[config.mk]
export PLATFORM = sky130hd
export DESIGN_NAME = i2s_speaker_tx
export DESIGN_NICKNAME = d
export VERILOG_FILES = /design/src/rtl/i2s_pkg.sv /design/src/rtl/sample_fifo.sv /design/src/rtl/i2s_speaker_tx.sv
export SDC_FILE = /design/constraint.sdc
export NUM_CORES = 1
export LEC_CHECK = 0
export CAP_MARGIN = 10
export CORE_MARGIN = 1.5
export CORE_UTILIZATION = 59
export DETAILED_ROUTE_END_ITERATION = 16
export PLACE_DENSITY_LB_ADDON = 0.15
export REMOVE_ABC_BUFFERS = 1
export SLEW_MARGIN = 20
export SYNTH_ARGS = -nofsm -noshare
export SYNTH_HDL_FRONTEND = slang
export SYNTH_HIERARCHICAL = 1
export SYNTH_SLANG_ARGS = --single-unit
[constraint.sdc]
create_clock -name clk_in -period 3.9 [get_ports clk_in]
set_input_delay 0.78 -clock clk_in [delete_from_list [all_inputs] [get_ports clk_in]]
set_output_delay 0.78 -clock clk_in [all_outputs]
set_load 0.01 [all_outputs]
[src/rtl/i2s_pkg.sv]
// rtl/i2s_pkg.sv - shared I2S frame constants, sample type and slot bit selector
//
// Purpose: constants and helpers shared by the I2S speaker transmit path.
// Ports: none (package).

package i2s_pkg;

    localparam int I2S_FRAME_BITS    = 64;
    localparam int I2S_SLOT_BITS     = 32;
    localparam int AUDIO_SAMPLE_BITS = 16;

    typedef logic signed [AUDIO_SAMPLE_BITS-1:0] audio_sample_t;

    // Serial data bit for frame position b. The sample occupies positions
    // 1..16 of each 32-bit slot, leaving a one-bit delay after WS changes and
    // zero padding in the rest of the slot.
    function automatic logic i2s_sd_bit(input audio_sample_t s, input logic [5:0] b);
        logic [3:0] idx;
        logic       bitv;
        idx  = '0;
        bitv = 1'b0;
        if (b >= 6'd1 && b <= 6'd16) begin
            idx  = 4'(6'd16 - b);
            bitv = s[idx];
        end else if (b >= 6'(I2S_SLOT_BITS + 1) && b <= 6'(I2S_SLOT_BITS + 16)) begin
            idx  = 4'(6'(I2S_SLOT_BITS + 16) - b);
            bitv = s[idx];
        end
        return bitv;
    endfunction

endpackage

[src/rtl/sample_fifo.sv]
// rtl/sample_fifo.sv - synchronous sample FIFO with registered occupancy
//
// Purpose: small synchronous FIFO. The head word is read from storage, so a
// word pushed into an empty FIFO is not visible until the following cycle.
// Ports:
//   i_clk, i_rst        : clock, synchronous active-high reset
//   i_push, i_push_data : write strobe and data (ignored when full)
//   i_pop               : remove head word (ignored when empty)
//   o_head              : current head word
//   o_full, o_empty     : occupancy flags derived from the registered count

module sample_fifo #(
    parameter int DEPTH = 4,
    parameter int WIDTH = 16
) (
    input  logic             i_clk,
    input  logic             i_rst,
    input  logic             i_push,
    input  logic [WIDTH-1:0] i_push_data,
    input  logic             i_pop,
    output logic [WIDTH-1:0] o_head,
    output logic             o_full,
    output logic             o_empty
);

    localparam int AW = $clog2(DEPTH);

    logic [WIDTH-1:0] r_mem [DEPTH];
    logic [AW-1:0]    r_wr_ptr;
    logic [AW-1:0]    r_rd_ptr;
    logic [AW:0]      r_count;

    logic w_do_push;
    logic w_do_pop;

    assign o_full    = (r_count == (AW+1)'(DEPTH));
    assign o_empty   = (r_count == '0);
    assign o_head    = r_mem[r_rd_ptr];
    assign w_do_push = i_push && !o_full;
    assign w_do_pop  = i_pop && !o_empty;

    always_ff @(posedge i_clk) begin
        if (w_do_push) begin
            r_mem[r_wr_ptr] <= i_push_data;
        end
    end

    always_ff @(posedge i_clk) begin
        if (i_rst) begin
            r_wr_ptr <= '0;
            r_rd_ptr <= '0;
            r_count  <= '0;
        end else begin
            if (w_do_push) begin
                r_wr_ptr <= r_wr_ptr + AW'(1);
            end
            if (w_do_pop) begin
                r_rd_ptr <= r_rd_ptr + AW'(1);
            end
            case ({w_do_push, w_do_pop})
                2'b10:   r_count <= r_count + (AW+1)'(1);
                2'b01:   r_count <= r_count - (AW+1)'(1);
                default: r_count <= r_count;
            endcase
        end
    end

endmodule

[src/rtl/i2s_speaker_tx.sv]
// rtl/i2s_speaker_tx.sv - mono sample stream to Philips I2S speaker link
//
// Purpose: buffers signed 16-bit samples and sends each one on both I2S
// channels, generating SCK and WS locally from the system clock.
// Configuration macro: SPK_UNDERRUN_HOLD_EN (defined: repeat last sample on
// underrun; undefined: send silence).
// Ports:
//   clk_in, rst_in          : system clock, synchronous active-high reset
//   audio_data, audio_valid : sample input stream
//   audio_ready             : FIFO has room (low during reset)
//   spk_sck, spk_ws, spk_sd : I2S bit clock, word select, serial data
//   underrun                : one-cycle pulse when a frame starts with no sample

module i2s_speaker_tx
    import i2s_pkg::*;
#(
    parameter int SCK_DIV    = 16,
    parameter int FIFO_DEPTH = 4
) (
    input  logic                                clk_in,
    input  logic                                rst_in,
    input  logic signed [AUDIO_SAMPLE_BITS-1:0] audio_data,
    input  logic                                audio_valid,
    output logic                                audio_ready,
    output logic                                spk_sck,
    output logic                                spk_ws,
    output logic                                spk_sd,
    output logic                                underrun
);

    localparam int DIV_W = (SCK_DIV > 1) ? $clog2(SCK_DIV) : 1;
    localparam int BIT_W = $clog2(I2S_FRAME_BITS);

    logic [DIV_W-1:0] r_div_cnt;
    logic [BIT_W-1:0] r_bit_cnt;
    logic             r_sck;
    logic             r_ws;
    logic             r_sd;
    logic             r_underrun;
    logic             r_in_reset;
    audio_sample_t    r_tx_sample;

    logic                         w_div_wrap;
    logic                         w_fall;
    logic [BIT_W-1:0]             w_bit_next;
    logic                         w_frame_start;
    logic                         w_push;
    logic                         w_pop;
    logic                         w_full;
    logic                         w_empty;
    logic [AUDIO_SAMPLE_BITS-1:0] w_head;

    assign w_div_wrap    = (r_div_cnt == DIV_W'(SCK_DIV - 1));
    assign w_fall        = w_div_wrap && r_sck;
    assign w_bit_next    = r_bit_cnt + BIT_W'(1);
    assign w_frame_start = w_fall && (w_bit_next == '0);

    // r_in_reset keeps ready low for the reset cycles themselves, since the
    // FIFO count alone would already read "not full" while reset is held.
    assign audio_ready = !w_full && !r_in_reset;
    assign w_push      = audio_valid && audio_ready;
    assign w_pop       = w_frame_start && !w_empty;

    assign spk_sck  = r_sck;
    assign spk_ws   = r_ws;
    assign spk_sd   = r_sd;
    assign underrun = r_underrun;

    sample_fifo #(
        .DEPTH (FIFO_DEPTH),
        .WIDTH (AUDIO_SAMPLE_BITS)
    ) u_fifo (
        .i_clk       (clk_in),
        .i_rst       (rst_in),
        .i_push      (w_push),
        .i_push_data (audio_data),
        .i_pop       (w_pop),
        .o_head      (w_head),
        .o_full      (w_full),
        .o_empty     (w_empty)
    );

    always_ff @(posedge clk_in) begin
        r_in_reset <= rst_in;
    end

    always_ff @(posedge clk_in) begin
        if (rst_in) begin
            r_div_cnt   <= '0;
            r_bit_cnt   <= '1;
            r_sck       <= 1'b0;
            r_ws        <= 1'b1;
            r_sd        <= 1'b0;
            r_underrun  <= 1'b0;
            r_tx_sample <= '0;
        end else begin
            r_underrun <= 1'b0;

            if (w_div_wrap) begin
                r_div_cnt <= '0;
                r_sck     <= ~r_sck;
            end else begin
                r_div_cnt <= r_div_cnt + DIV_W'(1);
            end

            // WS and SD only move on SCK falls so they are stable at every rise.
            if (w_fall) begin
                r_bit_cnt <= w_bit_next;
                r_ws      <= w_bit_next[BIT_W-1];
                r_sd      <= i2s_sd_bit(r_tx_sample, w_bit_next);
                if (w_frame_start) begin
                    if (!w_empty) begin
                        r_tx_sample <= w_head;
                    end else begin
                        r_underrun <= 1'b1;
`ifdef SPK_UNDERRUN_HOLD_EN
                        // Keep the previous sample so the last value repeats.
                        r_tx_sample <= r_tx_sample;
`else
                        r_tx_sample <= '0;
`endif
                    end
                end
            end
        end
    end

endmodule
; ---- Yosys cells after proc, flatten, opt, wreduce, memory -nomap -nowiden
; Memories as Yosys holds them, arrays and structs flattened. A register that Yosys moved wholly into a read port is not among the register bits.
; Cells that the tools add are included.
[word_totals]
wordCells = 64
mem_count = 1
ram_bits = 64
out_inout_bits = 5
in_bits = 19
reg_bits = 38
[classes]
addsub = 8
mux = 13
bitwise = 3
order_cmp = 6
reduce_logical = 18
eq_ne = 4
[mem_list]
columns = name, depth, width, read_ports, rd_clocked_by_memory_dff, wr, line
row1 = u_fifo.r_mem, 4, 16, 1, 1, 1, sample_fifo.sv:28  ; logic [WIDTH-1:0] r_mem [DEPTH];
[ops]
columns = op, count
row1 = $mux 16, 1
row2 = $lt 4x5->1 const B, 2
row3 = $logic_and 1x1->1, 9
row4 = $bmux 1 s4, 2
row5 = $sub 1x4->4 const A, 2
row6 = $mux 1, 7
row7 = $add 6x1->6 const B, 1
row8 = $ge 6x1->1 const B, 1
row9 = $ge 6x6->1 const B, 1
row10 = $le 6x5->1 const B, 1
row11 = $le 6x6->1 const B, 1
row12 = $logic_not 6->1, 1
row13 = $pmux 3 s2, 1
row14 = $add 2x1->2 const B, 2
row15 = $add 4x1->4 const B, 1
row16 = $eq 4x4->1 const B, 1
row17 = $mux 2, 2
row18 = $add 3x1->3 const B, 1
row19 = $eq 3x3->1 const B, 1
row20 = $logic_not 1->1, 3
row21 = $logic_not 3->1, 1
row22 = $not 1->1, 3
row23 = $reduce_or 3->1, 1
row24 = $sub 3x1->3 const B, 1
row25 = other kinds (5), 5

; ---- Depth between registers and ports, before layout
[depth]
depth_word = 7
mapped_depth = 17
depth_no_buf = 14

; ---- By module
; Netlist, hierarchy kept.
[by_module_without_submodules]
columns = module, area_each_um2, seq_area_each_um2, n_inst, cells_per_inst
row1 = sample_fifo, 2821.5, 2102.0, 1, 138
row2 = i2s_speaker_tx, 1534.0, 600.6, 1, 162

; ---- Least setup slack after synthesis
; OpenSTA, ideal clock, no wires.
[synth_timing]
path_type = reg2reg
startpoint = reg r_div_cnt[0]
endpoint = reg u_fifo.r_count[2]
required_time_ps = 3830
slack_ps = 948
path_stages_with_launch = 18
period_less_slack_ps = 2952
arrival_time_ps = 2882
n_path_buf = 3
cell_sequence = dfxtp_1 -> ha_1 -> and3_1 -> buf_4 -> nand2_2 -> nor2_2 -> o21ai_2 -> buf_6 -> clkbuf_1 -> nor2_1 -> o31ai_1 -> inv_1 -> ha_1 -> inv_1 -> fa_1 -> xor2_1 -> or3_1 -> a21oi_1
[synth_via]
elab_chain_cells = 7
elab_cells_between_ends = 9
[synth_rtl]
columns = element, line
row1 = "start, declared", i2s_speaker_tx.sv:34  ; logic [DIV_W-1:0] r_div_cnt;
row2 = "start signal, assigned", i2s_speaker_tx.sv:103  ; r_div_cnt <= r_div_cnt + DIV_W'(1);
row3 = $eq 4x4->1 *, i2s_speaker_tx.sv:53  ; assign w_div_wrap = (r_div_cnt == DIV_W'(SCK_DIV - 1));
row4 = $logic_and 1x1->1 *, i2s_speaker_tx.sv:54  ; assign w_fall = w_div_wrap && r_sck;
row5 = $logic_and 1x1->1 *, i2s_speaker_tx.sv:56  ; assign w_frame_start = w_fall && (w_bit_next == '0);
row6 = $logic_and 1x1->1 *, i2s_speaker_tx.sv:62  ; assign w_pop = w_frame_start && !w_empty;
row7 = via w_pop, i2s_speaker_tx.sv:48  ; logic w_pop;
row8 = $logic_and 1x1->1 *, sample_fifo.sv:40  ; assign w_do_pop = i_pop && !o_empty;
row9 = via u_fifo.w_do_pop, sample_fifo.sv:34  ; logic w_do_pop;
row10 = $eq 2x1->1 / $eq 2x2->1 (equally long branches), sample_fifo.sv:60  ; case ({w_do_push, w_do_pop})
row11 = $pmux 3 s2 / $reduce_bool 2->1 (equally long branches), --
row12 = "end signal, assigned", sample_fifo.sv:61  ; 2'b10: r_count <= r_count + (AW+1)'(1);
row13 = "end signal, assigned", sample_fifo.sv:62  ; 2'b01: r_count <= r_count - (AW+1)'(1);
row14 = "end signal, assigned", sample_fifo.sv:63  ; default: r_count <= r_count;
row15 = "end, declared", sample_fifo.sv:31  ; logic [AW:0] r_count;
; The timed path passes the listed nets; every way through them passes the cells marked *.
; A chain may end at the register's enable or synchronous reset.

; ---- Final worst setup path
[layout_timing]
startpoint = reg r_bit_cnt[0]
endpoint = reg u_fifo.r_count[2]
[layout_via]
elab_chain_cells = 7
elab_cells_between_ends = 9
[layout_rtl]
columns = element, line
row1 = "start, declared", i2s_speaker_tx.sv:35  ; logic [BIT_W-1:0] r_bit_cnt;
row2 = "start signal, assigned", i2s_speaker_tx.sv:108  ; r_bit_cnt <= w_bit_next;
row3 = $add 6x1->6 *, i2s_speaker_tx.sv:55  ; assign w_bit_next = r_bit_cnt + BIT_W'(1);
row4 = $logic_not 6->1 *, i2s_speaker_tx.sv:56
row5 = $logic_and 1x1->1 *, i2s_speaker_tx.sv:56
row6 = $logic_and 1x1->1 *, i2s_speaker_tx.sv:62
row7 = via w_pop, i2s_speaker_tx.sv:48
row8 = $logic_and 1x1->1 *, sample_fifo.sv:40
row9 = via u_fifo.w_do_pop, sample_fifo.sv:34
row10 = $eq 2x1->1 / $eq 2x2->1 (equally long branches), sample_fifo.sv:60
row11 = $pmux 3 s2 / $reduce_bool 2->1 (equally long branches), --
; Marked as above.

==> metrics.md <==
| Metric | Value |
|---|---|
| Outcome | completed |
| Total number of vias | 2375 |
| Antenna fix cells | 0 |
| Num CTS Buffers | 9 |
| Slew headroom | 0.368 |
| CTS tree | built |
| Synthesized area per cell | 14.5 um2 |
| CP max FO | 12 |
| Critical Path Sink Type | flop |
| Final nets | 352 |
| CP required | 4.19 ns |
| Starting Density | 0.604 |
| RSZ-0062 raised after global routing | no |
| Reg clk slew, reported paths | 0.11 ns |
| CTS Root Cell | clkbuf_8 |
| Reg2Reg Depth | 13 |
| Die area | 7910 um2 |
| Pin count of the biggest net entering global routing | 34 |
| Synth Area in Simple Gates | 0.118 |
| Cell Chain, Critical Path | ha_1 -> nand2_1 -> nor2_2 -> o21ai_2 -> nor2_1 -> o31ai_1 -> inv_1 -> ha_1 -> inv_1 -> fa_1 -> xor2_1 -> or3_1 -> a21oi_1 |
| Number of port buffers | 23 |
| Die height | 88.9 um |
| DRC Markers | 0 |
| Skew final | 0.0151 ns |
| Async set-reset flop share out of synthesis | 0 |
| Overall Global Routing Usage | 0.189 |
| Layout area overhead | 10.9% |
| First-pass GRT wire length | 10.7 mm |
| Initial antenna violation count | 0 |
| Final ANT Viol Nets | 0 |
| Clock buffer depth | 2 |
| Die width | 88.9 um |
| Reg2reg start | r_bit_cnt[0] |
| TritonRoute pass-1 iters | 4 |
| Final WL | 6.77 mm |
| Post-CTS setup buffers | 0 |
| Critical Path Slowest Stage Cell | dfxtp_1 |
| Sequential-to-total area share from yosys stat | 0.621 |
| Post-cts sizing count | 0 |
| Period minus WS final | 2.94 ns |
| R2r setup slk | 0.96 ns |
| Largest family of logic cells by synthesized area | simple AND/OR/NAND/NOR gates |
| P_leak | 1.66 nW |
| Post-synthesis mux area share | 0.114 |
| Vias in the first global route | 2198 |
| Hold Path Stages | 2 |
| Setup Total Neg Slack | 0 ns |
| FF-to-FF End | u_fifo/r_count[2] |
| Post-Syn Area | 4360 um2 |
| Drt via density | 5.55 |
| FMAX | 0.340 GHz |
| # IOs | 24 |
| Setup CP Type | flop to flop |
| PnR Total Power | 1.90 mW |
| Post-Syn Instances | 300 |
| Cell Pwr Density | 392 nW/um2 |
| Share of cells above drive strength 1 | 0.143 |
| RePlAce Congestion | 0.853 |
| CTS Sinks | 103 |
| Commonest non-fill, non-tap cell in the layout | edfxtp_1 |
| CP Data Arrival Time | 3.24 ns |
| Seq cells post-synth | 103 |
| CTS Hold Bufs | 0 |
| Worst slew pin tran | 0.946 ns |
| Final core utilization | 0.669 |
| Tcrit/Tclk final | 0.754 |
| # rows | 31 |
| Most frequent cells in the layout | edfxtp_1 (64), dfxtp_1 (38), a21oi_1 (27), clkdlybuf4s50_1 (23), nand2_1 (21) |
| DR iter-0 viols | 159 |
| Core area | 7210 um2 |
| Hold path start | r_tx_sample[8] |
| Clk_lat worst skew | 0.37 ns |
| Max-slew violations | 0 |
| Post-Synth Adder-Cell Area | 0.0276 |
| DR WL/cell | 15.8 um |
| Area share of xor/xnor cells in the synthesized design | 0.0181 |
| Synth Warn # | 6 |
| Crit path launch type | flop |
| Main synth FF type | edfxtp_1 |
| Number of flops mapped to enable cells by yosys | 64 |
| End of the worst hold path | r_tx_sample[8] |
| Hold Crit Class | flop to flop |
| Max cap viols | 0 |
| Max H-tree Level | 3 |
| HPWL after DPL | 4.23 mm |
| Max rail drop VDD | 0.000292 V |
| Final Setup Violations | 0 |
| Yosys cell types | 45 |
| Synth Area in Compound Gates | 0.0626 |
| Slowest stage delay, CP | 0.66 ns |
| GRT overflow | 0 |
| Hold Fails Final Rpt | 0 |
## sequential cells by signal (all words and copies together), names as in the netlist, 2 cells and up, named ones only
register	cells
u_fifo/r_mem	64
r_tx_sample	16
r_bit_cnt	6
r_div_cnt	4
u_fifo/r_count	3
u_fifo/r_rd_ptr	2
u_fifo/r_wr_ptr	2
## how the worst max path moves through the flow
stage,slack [ns],depth (start not counted),endpoint,start
floorplan,1.06,13,u_fifo/r_count[2],r_bit_cnt[0]
global placement,1.08,13,u_fifo/r_count[2],r_bit_cnt[0]
detailed placement,0.98,13,u_fifo/r_count[2],r_bit_cnt[0]
CTS,0.96,13,u_fifo/r_count[2],r_bit_cnt[0]
global route,0.77,13,u_fifo/r_count[2],r_bit_cnt[0]
finish,0.96,13,u_fifo/r_count[2],r_bit_cnt[0]
## logic make-up (layout without fill, tap and decap cells)
kind of cell	Yosys count	count (layout)
XOR/XNOR	9	9
buffers and inverters	29	58
adder cells (fa/ha/maj)	9	9
flip-flops	103	103
AND/OR/NAND/NOR	87	87
AO/OA/AOI/OAI	42	42
multiplexers	21	21
## final cells by class
cell class              count  area (um2)
clock buffers               9         124
clock inverters             7        65.1
fillers                   541        2380
inverters                  12        45.0
multi-input cells         168        1490
flip-flops and latches    103        2700
well taps                  99         124
repair buffers             30         283
## synth_stat cells, drive strengths merged, types with 3 or more instances
| cell | instances | area share |
|---|---|---|
| clkbuf | 4 | 0.0034 |
| xnor2 | 4 | 0.0080 |
| nor3b | 3 | 0.0063 |
| or3b | 17 | 0.034 |
| ha | 8 | 0.023 |
| nor2 | 14 | 0.013 |
| buf | 13 | 0.025 |
| and2 | 7 | 0.010 |
| edfxtp | 64 | 0.44 |
| xor2 | 5 | 0.010 |
| nand2 | 22 | 0.020 |
| or3 | 3 | 0.0043 |
| dfxtp | 39 | 0.18 |
| nand2b | 7 | 0.010 |
| and3 | 3 | 0.0043 |
| nor3 | 4 | 0.0046 |
| mux4 | 20 | 0.11 |
| o21ai | 6 | 0.0078 |
| inv | 12 | 0.010 |
| a21oi | 28 | 0.033 |
## routing by layer
metal / track usage / share of wire
met1: 0.245 / 0.47
met3: 0.0582 / 0.031
met4: 0.0625 / 0.0086
met2: 0.308 / 0.49
met5: 0 / 0
## stage by stage
stage                     area, um2  worst slack (ns)  hold slack [ns]  std cells
final                          4830             0.958            0.453        428
after global routing           4830             0.771            0.471        428
after CTS                      4830             0.962            0.457        428
after detailed placement       4640             0.978            0.444        412
after global placement         4640              1.08            0.434        412
after floorplan                4230              1.06            0.421        283
## critical path, delay by kind of cell, from the launching register on
kind                     cells  cell delay (ns)
AO/OA/AOI/OAI                3             0.33
adder cells (fa/ha/maj)      3             0.87
XOR/XNOR                     1             0.16
buffers and inverters        2             0.13
flip-flops                   1             0.66
AND/OR/NAND/NOR              4             0.73
## where the power goes
part	internal [mW]	switching, mW	leakage (nW)	total, mW
logic	0.0381	0.0379	0.661	0.0760
registers	1.17	0.00813	0.898	1.18
clock network	0.251	0.387	0.100	0.638
total	1.46	0.433	1.66	1.90
No activity file was read; power rests on OpenSTA's default activity.
